<file path="src/rtl/reorder_buffer.sv">
// Circular reorder buffer: in-order allocate at tail, out-of-order completion, in-order commit.
// Optional macro ROB_RESULT_BYPASS_EN forwards a same-cycle result onto the read ports.
module reorder_buffer #(
  parameter int unsigned ADDR_WIDTH = 4,
  parameter int unsigned EXC_WIDTH  = 4
) (
  input  logic                  clk,
  input  logic                  rst,
  input  logic                  flush,
  input  logic                  write_en,
  output logic                  can_write,
  output logic [ADDR_WIDTH-1:0] write_addr,
  input  logic                  write_reg_write_en,
  input  logic [4:0]            write_reg_write_addr,
  input  logic [EXC_WIDTH-1:0]  write_exception_type,
  input  logic                  write_is_delayslot,
  input  logic [31:0]           write_pc,
  input  logic                  result_en,
  input  logic [ADDR_WIDTH-1:0] result_addr,
  input  logic [31:0]           result_data,
  input  logic [EXC_WIDTH-1:0]  result_exception_type,
  input  logic                  commit_en,
  output logic                  can_commit,
  output logic                  commit_reg_write_en,
  output logic [4:0]            commit_reg_write_addr,
  output logic [31:0]           commit_reg_write_data,
  output logic [EXC_WIDTH-1:0]  commit_exception_type,
  output logic                  commit_is_delayslot,
  output logic [31:0]           commit_pc,
  input  logic [ADDR_WIDTH-1:0] read_addr_1,
  input  logic [ADDR_WIDTH-1:0] read_addr_2,
  output logic                  read_ready_1,
  output logic                  read_ready_2,
  output logic [31:0]           read_data_1,
  output logic [31:0]           read_data_2
);

  localparam int Depth = int'(2 ** ADDR_WIDTH);
  localparam logic [ADDR_WIDTH:0] FullCount = (ADDR_WIDTH + 1)'(Depth);

  logic                  valid_q    [Depth];
  logic                  done_q     [Depth];
  logic                  reg_en_q   [Depth];
  logic [4:0]            reg_addr_q [Depth];
  logic [31:0]           data_q     [Depth];
  logic [EXC_WIDTH-1:0]  exc_q      [Depth];
  logic                  ds_q       [Depth];
  logic [31:0]           pc_q       [Depth];

  logic [ADDR_WIDTH-1:0] head_q, tail_q;
  logic [ADDR_WIDTH:0]   count_q;

  logic do_write, do_result, do_commit;

  assign can_write  = (count_q != FullCount);
  assign can_commit = valid_q[head_q] && done_q[head_q];
  assign write_addr = tail_q;

  assign do_write  = write_en && can_write;
  assign do_result = result_en && valid_q[result_addr];
  assign do_commit = commit_en && can_commit;

  assign commit_reg_write_en   = reg_en_q[head_q];
  assign commit_reg_write_addr = reg_addr_q[head_q];
  assign commit_reg_write_data = data_q[head_q];
  assign commit_exception_type = exc_q[head_q];
  assign commit_is_delayslot   = ds_q[head_q];
  assign commit_pc             = pc_q[head_q];

  always_comb begin
    read_ready_1 = valid_q[read_addr_1] && done_q[read_addr_1];
    read_data_1  = data_q[read_addr_1];
    read_ready_2 = valid_q[read_addr_2] && done_q[read_addr_2];
    read_data_2  = data_q[read_addr_2];
`ifdef ROB_RESULT_BYPASS_EN
    if (do_result && (result_addr == read_addr_1)) begin
      read_ready_1 = 1'b1;
      read_data_1  = result_data;
    end
    if (do_result && (result_addr == read_addr_2)) begin
      read_ready_2 = 1'b1;
      read_data_2  = result_data;
    end
`endif
  end

  always_ff @(posedge clk or posedge rst) begin
    if (rst) begin
      head_q  <= '0;
      tail_q  <= '0;
      count_q <= '0;
      for (int i = 0; i < Depth; i++) begin
        valid_q[i]    <= 1'b0;
        done_q[i]     <= 1'b0;
        reg_en_q[i]   <= 1'b0;
        reg_addr_q[i] <= '0;
        data_q[i]     <= '0;
        exc_q[i]      <= '0;
        ds_q[i]       <= 1'b0;
        pc_q[i]       <= '0;
      end
    end else if (flush) begin
      head_q  <= '0;
      tail_q  <= '0;
      count_q <= '0;
      for (int i = 0; i < Depth; i++) begin
        valid_q[i] <= 1'b0;
        done_q[i]  <= 1'b0;
      end
    end else begin
      if (do_write) begin
        valid_q[tail_q]    <= 1'b1;
        // A pre-issue exception means the entry never executes, so it is complete now.
        done_q[tail_q]     <= |write_exception_type;
        reg_en_q[tail_q]   <= write_reg_write_en;
        reg_addr_q[tail_q] <= write_reg_write_addr;
        data_q[tail_q]     <= '0;
        exc_q[tail_q]      <= write_exception_type;
        ds_q[tail_q]       <= write_is_delayslot;
        pc_q[tail_q]       <= write_pc;
        tail_q             <= tail_q + ADDR_WIDTH'(1);
      end
      if (do_result) begin
        data_q[result_addr] <= result_data;
        done_q[result_addr] <= 1'b1;
        if ((exc_q[result_addr] == '0) && (result_exception_type != '0)) begin
          exc_q[result_addr] <= result_exception_type;
        end
      end
      // Placed after the result update so a retiring head is always cleared.
      if (do_commit) begin
        valid_q[head_q] <= 1'b0;
        done_q[head_q]  <= 1'b0;
        head_q          <= head_q + ADDR_WIDTH'(1);
      end
      case ({do_write, do_commit})
        2'b10:   count_q <= count_q + 1'b1;
        2'b01:   count_q <= count_q - 1'b1;
        default: count_q <= count_q;
      endcase
    end
  end

endmodule

</file>
<file path="config.mk">
export PLATFORM = sky130hd
export DESIGN_NAME = reorder_buffer
export DESIGN_NICKNAME = d
export VERILOG_FILES = /design/src/rtl/reorder_buffer.sv
export SDC_FILE = /design/constraint.sdc
export NUM_CORES = 2
export LEC_CHECK = 0
export ABC_CLOCK_PERIOD_IN_PS = 40700
export CELL_PAD_IN_SITES_DETAIL_PLACEMENT = 0
export CELL_PAD_IN_SITES_GLOBAL_PLACEMENT = 2
export CORE_UTILIZATION = 35
export CTS_CLUSTER_DIAMETER = 50
export DETAILED_ROUTE_END_ITERATION = 8
export PLACE_DENSITY_LB_ADDON = 0.1
export SYNTH_ARGS = -nofsm -noshare
export SYNTH_HDL_FRONTEND = slang
export SYNTH_SLANG_ARGS = --single-unit
</file>
<file path="constraint.sdc">
create_clock -name clk -period 40.7 [get_ports clk]
set_input_delay 8.14 -clock clk [delete_from_list [all_inputs] [get_ports clk]]
set_output_delay 8.14 -clock clk [all_outputs]
set_load 0.01 [all_outputs]
</file>
; ---- Word-level counts from Yosys, hierarchy flattened
; Cells that the tools add are included.
[totals]
reg_bits = 1245
latch_bits = 0
ram_bits = 0
mem_bits_ro = 0
input_bits = 97
output_inout_bits = 147
elab_cells = 271
memories = 0
[classes]
add_sub_neg = 4
n_mul = 0
div_mod_pow = 0
magnitude_cmp = 8
eq_ne = 3
shifts = 0
mux = 95
bitwise_logic = 13
reduce_logical = 17
[ops]
columns = operator, n
row1 = two-way mux 512 bit, 3
row2 = bitwise mux 512 bit, 2
row3 = bitwise AND 512 bit, 1
row4 = binary-select mux 32 bit (select 4 bit), 4
row5 = NOT 512 bit, 1
row6 = two-way mux 32 bit, 10
row7 = demux 32 bit (select 4 bit), 2
row8 = two-way mux 64 bit, 4
row9 = two-way mux 16 bit, 10
row10 = bitwise mux 64 bit, 2
row11 = bitwise mux 80 bit, 1
row12 = bitwise mux 16 bit, 3
row13 = two-way mux 4 bit, 10
row14 = binary-select mux 1 bit (select 4 bit), 9
row15 = bitwise AND 16 bit, 2
row16 = binary-select mux 4 bit (select 4 bit), 2
row17 = demux 4 bit (select 4 bit), 2
row18 = bitwise OR 16 bit, 2
row19 = ">= comparator 5 bit, second input constant", 5
row20 = NOT 4 -> 5 bit, 5
row21 = two-way mux 1 bit, 21
row22 = binary-select mux 5 bit (select 4 bit), 1
row23 = demux 5 bit (select 4 bit), 1
row24 = two-way mux 5 bit, 4
row25 = 18 further kinds, 33

; ---- Depth between registers and ports, before layout
[logic_depth]
depth_word = 14
mapped_depth = 15
depth_no_buf = 11

; ---- Worst setup path before layout
; OpenSTA, ideal clock, no wires.
[synth_path]
kind = input -> output
startpoint = in read_addr_1[0]
endpoint = out read_data_1[23]
arrival_ns = 10.034
t_required_ns = 32.560
setup_slack_ns = 22.526
path_stages = 4
n_path_buf = 2
cell_sequence = buf_1 > buf_2 > mux4_2 > mux4_2
[synth_via]
elab_chain_len = 4
[synth_lines]
columns = element, line
row1 = start: declaration, 30  ; input logic [ADDR_WIDTH-1:0] read_addr_1,
row2 = NOT 4 -> 5 bit (implied by the code), 72  ; read_data_1 = data_q[read_addr_1];
row3 = binary-select mux 32 bit (select 4 bit), 72
row4 = two-way mux 32 bit (implied by the code) (2 in series), 72
row5 = end: declaration, 34  ; output logic [31:0] read_data_1,
; Every way passes these cells. The select of a mux whose other input is x is not followed.

; ---- Worst setup path in the final report
[layout_path]
startpoint = in read_addr_2[1]
endpoint = out read_data_2[31]
[layout_via]
elab_chain_len = 4
[layout_lines]
columns = element, line
row1 = start: declaration, 31  ; input logic [ADDR_WIDTH-1:0] read_addr_2,
row2 = NOT 4 -> 5 bit (implied by the code), 74  ; read_data_2 = data_q[read_addr_2];
row3 = binary-select mux 32 bit (select 4 bit), 74
row4 = two-way mux 32 bit (implied by the code) (2 in series), 74
row5 = end: declaration, 35  ; output logic [31:0] read_data_2
; Every way passes these cells. The select of a mux whose other input is x is not followed.

==> impl_results.md <==
* Status: completed
* Clock-pin transition on the worst setup and hold timing paths at 0.05 ns
* Top cell by count, worst path: mux4_2
* Share of cells above drive strength 1 at 28.3%
* Fmax at 51.3 MHz
* Setup crit end kind: output pin
* Wirelength per Cell at 32.1 µm
* Synth Cell Area at 64900 µm²
* DP HPWL at 129000 µm
* Place WS at 21.27 ns
* Synth warn at 0
* Worst-Skew Late Latency at 0.81 ns
* Max clock buf depth at 3
* XOR/XNOR Fraction of Synth Area at 0.108%
* Worst Setup Slack, final at 21.21 ns
* Syn Nets at 5059
* Inserted Clock Buffers at 174
* Yosys top cell by area: dfrtp_1
* Clock skew at 0.0313 ns
* Remaining DRCs at 0
* Worst path buffer plus inverter count at 3
* PD cells at 43.3 nW/µm²
* Max-capacitance violation count at 0
* Delay-heaviest family, CP: buffers and inverters
* Post-CTS Setup Repair Bufs at 0
* Adder-cell share of the synthesized area at 0.193%
* # IOs at 244
* PostCTS Resize Cnt at 0
* Largest cells by area after synthesis: dfrtp_1 (48%), mux4_2 (25%), nand2_1 (7.1%), a22o_1 (6.9%), mux2_2 (2.5%)
* Startpoint Class: input port
* M3 GR Usage at 4.27%
* Synth top cells by count: dfrtp_1 (1245), nand2_1 (1227), mux4_2 (711)
* Post-synth top area share at 48.0%
* Root Buffer: clkbuf_16
* Mux contribution to synthesized area at 29.4%
* Mapped Avg Cell Area at 13.1 µm²
* Routability Congestion at 0.796
* Final setup violation count at 0
* Worst path required time at 32.56 ns
* Worst Hold Class: flip-flop to flip-flop
* LEAKAGE at 0.0333 µW
* Largest net degree at the start of global routing at 147
* Grt peak-use layer: met2
* Nets at 5062
* Worst Path Max Fanout at 81
* Area growth, synth to finish at 16.1%
* Htree depth at 4
* # hold bufs at CTS at 0
* CP peak stage delay at 0.76 ns
* Pins over their slew limit at 0
* Antenna violations before repair at 19
* CTS tree: yes
* Cell total after placement at 7243
* Crit-path cells: buf_6 -> buf_4 -> mux4_2 -> mux4_2 -> clkdlybuf4s50_1
* Via/cell ratio at 5.96
* Clock Sinks at 1245
* Detailed Route WL at 243000 µm
* Met1 Track Usage GR at 35.2%
* CP arrival at 11.35 ns
* Initial DRC Count at 3768
* Row cnt at 157
* Vias after detailed routing at 45100
* Main combinational cell family by area after synthesis: multiplexers
* Max VDD drop at 0.0000384 V
* Synth async-reset ratio at 100%
* Cell with the most instances after synthesis: dfrtp_1
* Drt first pass iters at 5
* First-pass GRT wire length at 355000 µm
* Final ANT Viol Nets at 0
* Initial cell density of the core at 35.3%
* Compound-Gate Fraction of Synth Area at 9.13%
* Slowest-stage cell, CP: buf_4
* Final Hold Viols at 0
* Critical path class: input port to output pin
* Synthesized flop and latch total at 1245
* Grt total ovfl at 0
* GRT met2 Usage at 42.3%
* Fin crit period at 19.49 ns
* Number of port buffers at 243
* Slew headroom at 22.9%
* RSZ-0062 raised after global routing: false
* CORE AREA at 184000 µm²
* Seq/Total Area, Yosys at 48.0%
* Gr usage total at 26.2%
* EDFF count, synth at 0
* Worst slew pin tran at 1.16 ns
* Yosys cell types at 68
* Synth Area in Simple Gates at 9.53%
* Non-filler cells, final at 7561
* Ys flop type: dfrtp_1
* Tcrit/Tclk final at 47.9%
* Die span in x at 433 µm
* Cells after synthesis at 4952
* TNS Setup at 0 ns
* Vias in the first global route at 47500
* Die area at 187000 µm²
* Die Span Y at 433 µm
[per-stage QoR]
stage	hold WS (ns)	util (%)	total power (µW)	cell area (µm²)
finish	0.469	41.0	3260	75300
global placement	0.453	37.7	1690	69300
CTS	0.472	41.0	3300	75300
detailed placement	0.458	37.7	1690	69300
floorplan	0.440	-	1580	64900
global route	0.483	41.0	3380	75300
[cell families after synthesis]
group,after synthesis
xor gates and xnor gates,8
buffers and inverters,537
adders and majority gates,10
and+or+nand+nor,1513
AOI/OAI and AO/OA,685
DFF,1245
muxes,954
[where the power goes]
part,switching [µW],leakage [µW],total (µW),internal [µW]
clock network,615,0.00293,1590,976
registers,44.1,0.0171,1350,1310
logic,153,0.0133,316,163
total,812,0.0333,3260,2450
[registers in the layout (all words and copies together) (netlist names), 16 cells and up]
signal	count
pc_q	512
data_q	512
reg_en_q	16
done_q	16
ds_q	16
valid_q	16
reg_addr_q	80
exc_q	64
[layout make-up]
type,count,area [µm²]
antenna,4,10.0
timing repair buffer,350,3310
inverter,14,56.3
clock inverter,85,1090
clock buffer,229,4930
tap,2464,3080
sequential,1245,31200
fill,17000,108000
multi-input combinational,3170,31700
[cells in the final DEF, fill, tap and decap left out, types with 7 or more instances in the layout]
cell type           n
nand4b_1            9
bufinv_16          19
clkinvlp_4         13
inv_6              17
nand4_1            12
clkdlybuf4s50_1   234
o21ai_0            14
ha_1               10
a22o_1            512
mux2_1             11
inv_1              13
nand2b_1           15
clkbuf_1           23
a31oi_1             7
mux2_4             83
a21o_2              7
o221ai_1           24
or2_2               8
mux2_2            145
nor3_1             28
buf_4             104
dfrtp_1          1241
nand2_1          1227
nor2_4             24
mux4_2            711
nor2_1             79
clkbuf_16         178
nor4_1             10
clkbuf_8           28
or2_4              14
clkinv_2           18
a221o_1            38
a21oi_1            18
a211oi_1           13
nand3_1             7
nor2b_1            28
clkinv_4           15
and3_1             14
[final timing paths]
kind / from / end / slack [ns] / cells past startpoint
min in group asynchronous: rst / data_q[154] / 7.86 / 2
hold / removal: pc_q[318] / pc_q[318] / 0.47 / 2
setup / recovery: read_addr_2[1] / read_data_2[31] / 21.21 / 5
setup reg to reg: head_q[2] / count_q[2] / 35.08 / 12
hold reg to reg: pc_q[318] / pc_q[318] / 0.47 / 2
max in group asynchronous: rst / data_q[491] / 29.23 / 6
[metal layers]
metal,part of all wire [%],up-vias
met3,5.4,442
li1,-,18600
met1,42,24500
met5,0.027,-
met4,4.1,10
met2,48,1573
[tightest hold or removal path: stages (launching register included)]
cell and delay, ns:
dfrtp_1 0.33, nand2_1 0.05, nand2_1 0.05
Power figures use the tool's default switching activity.
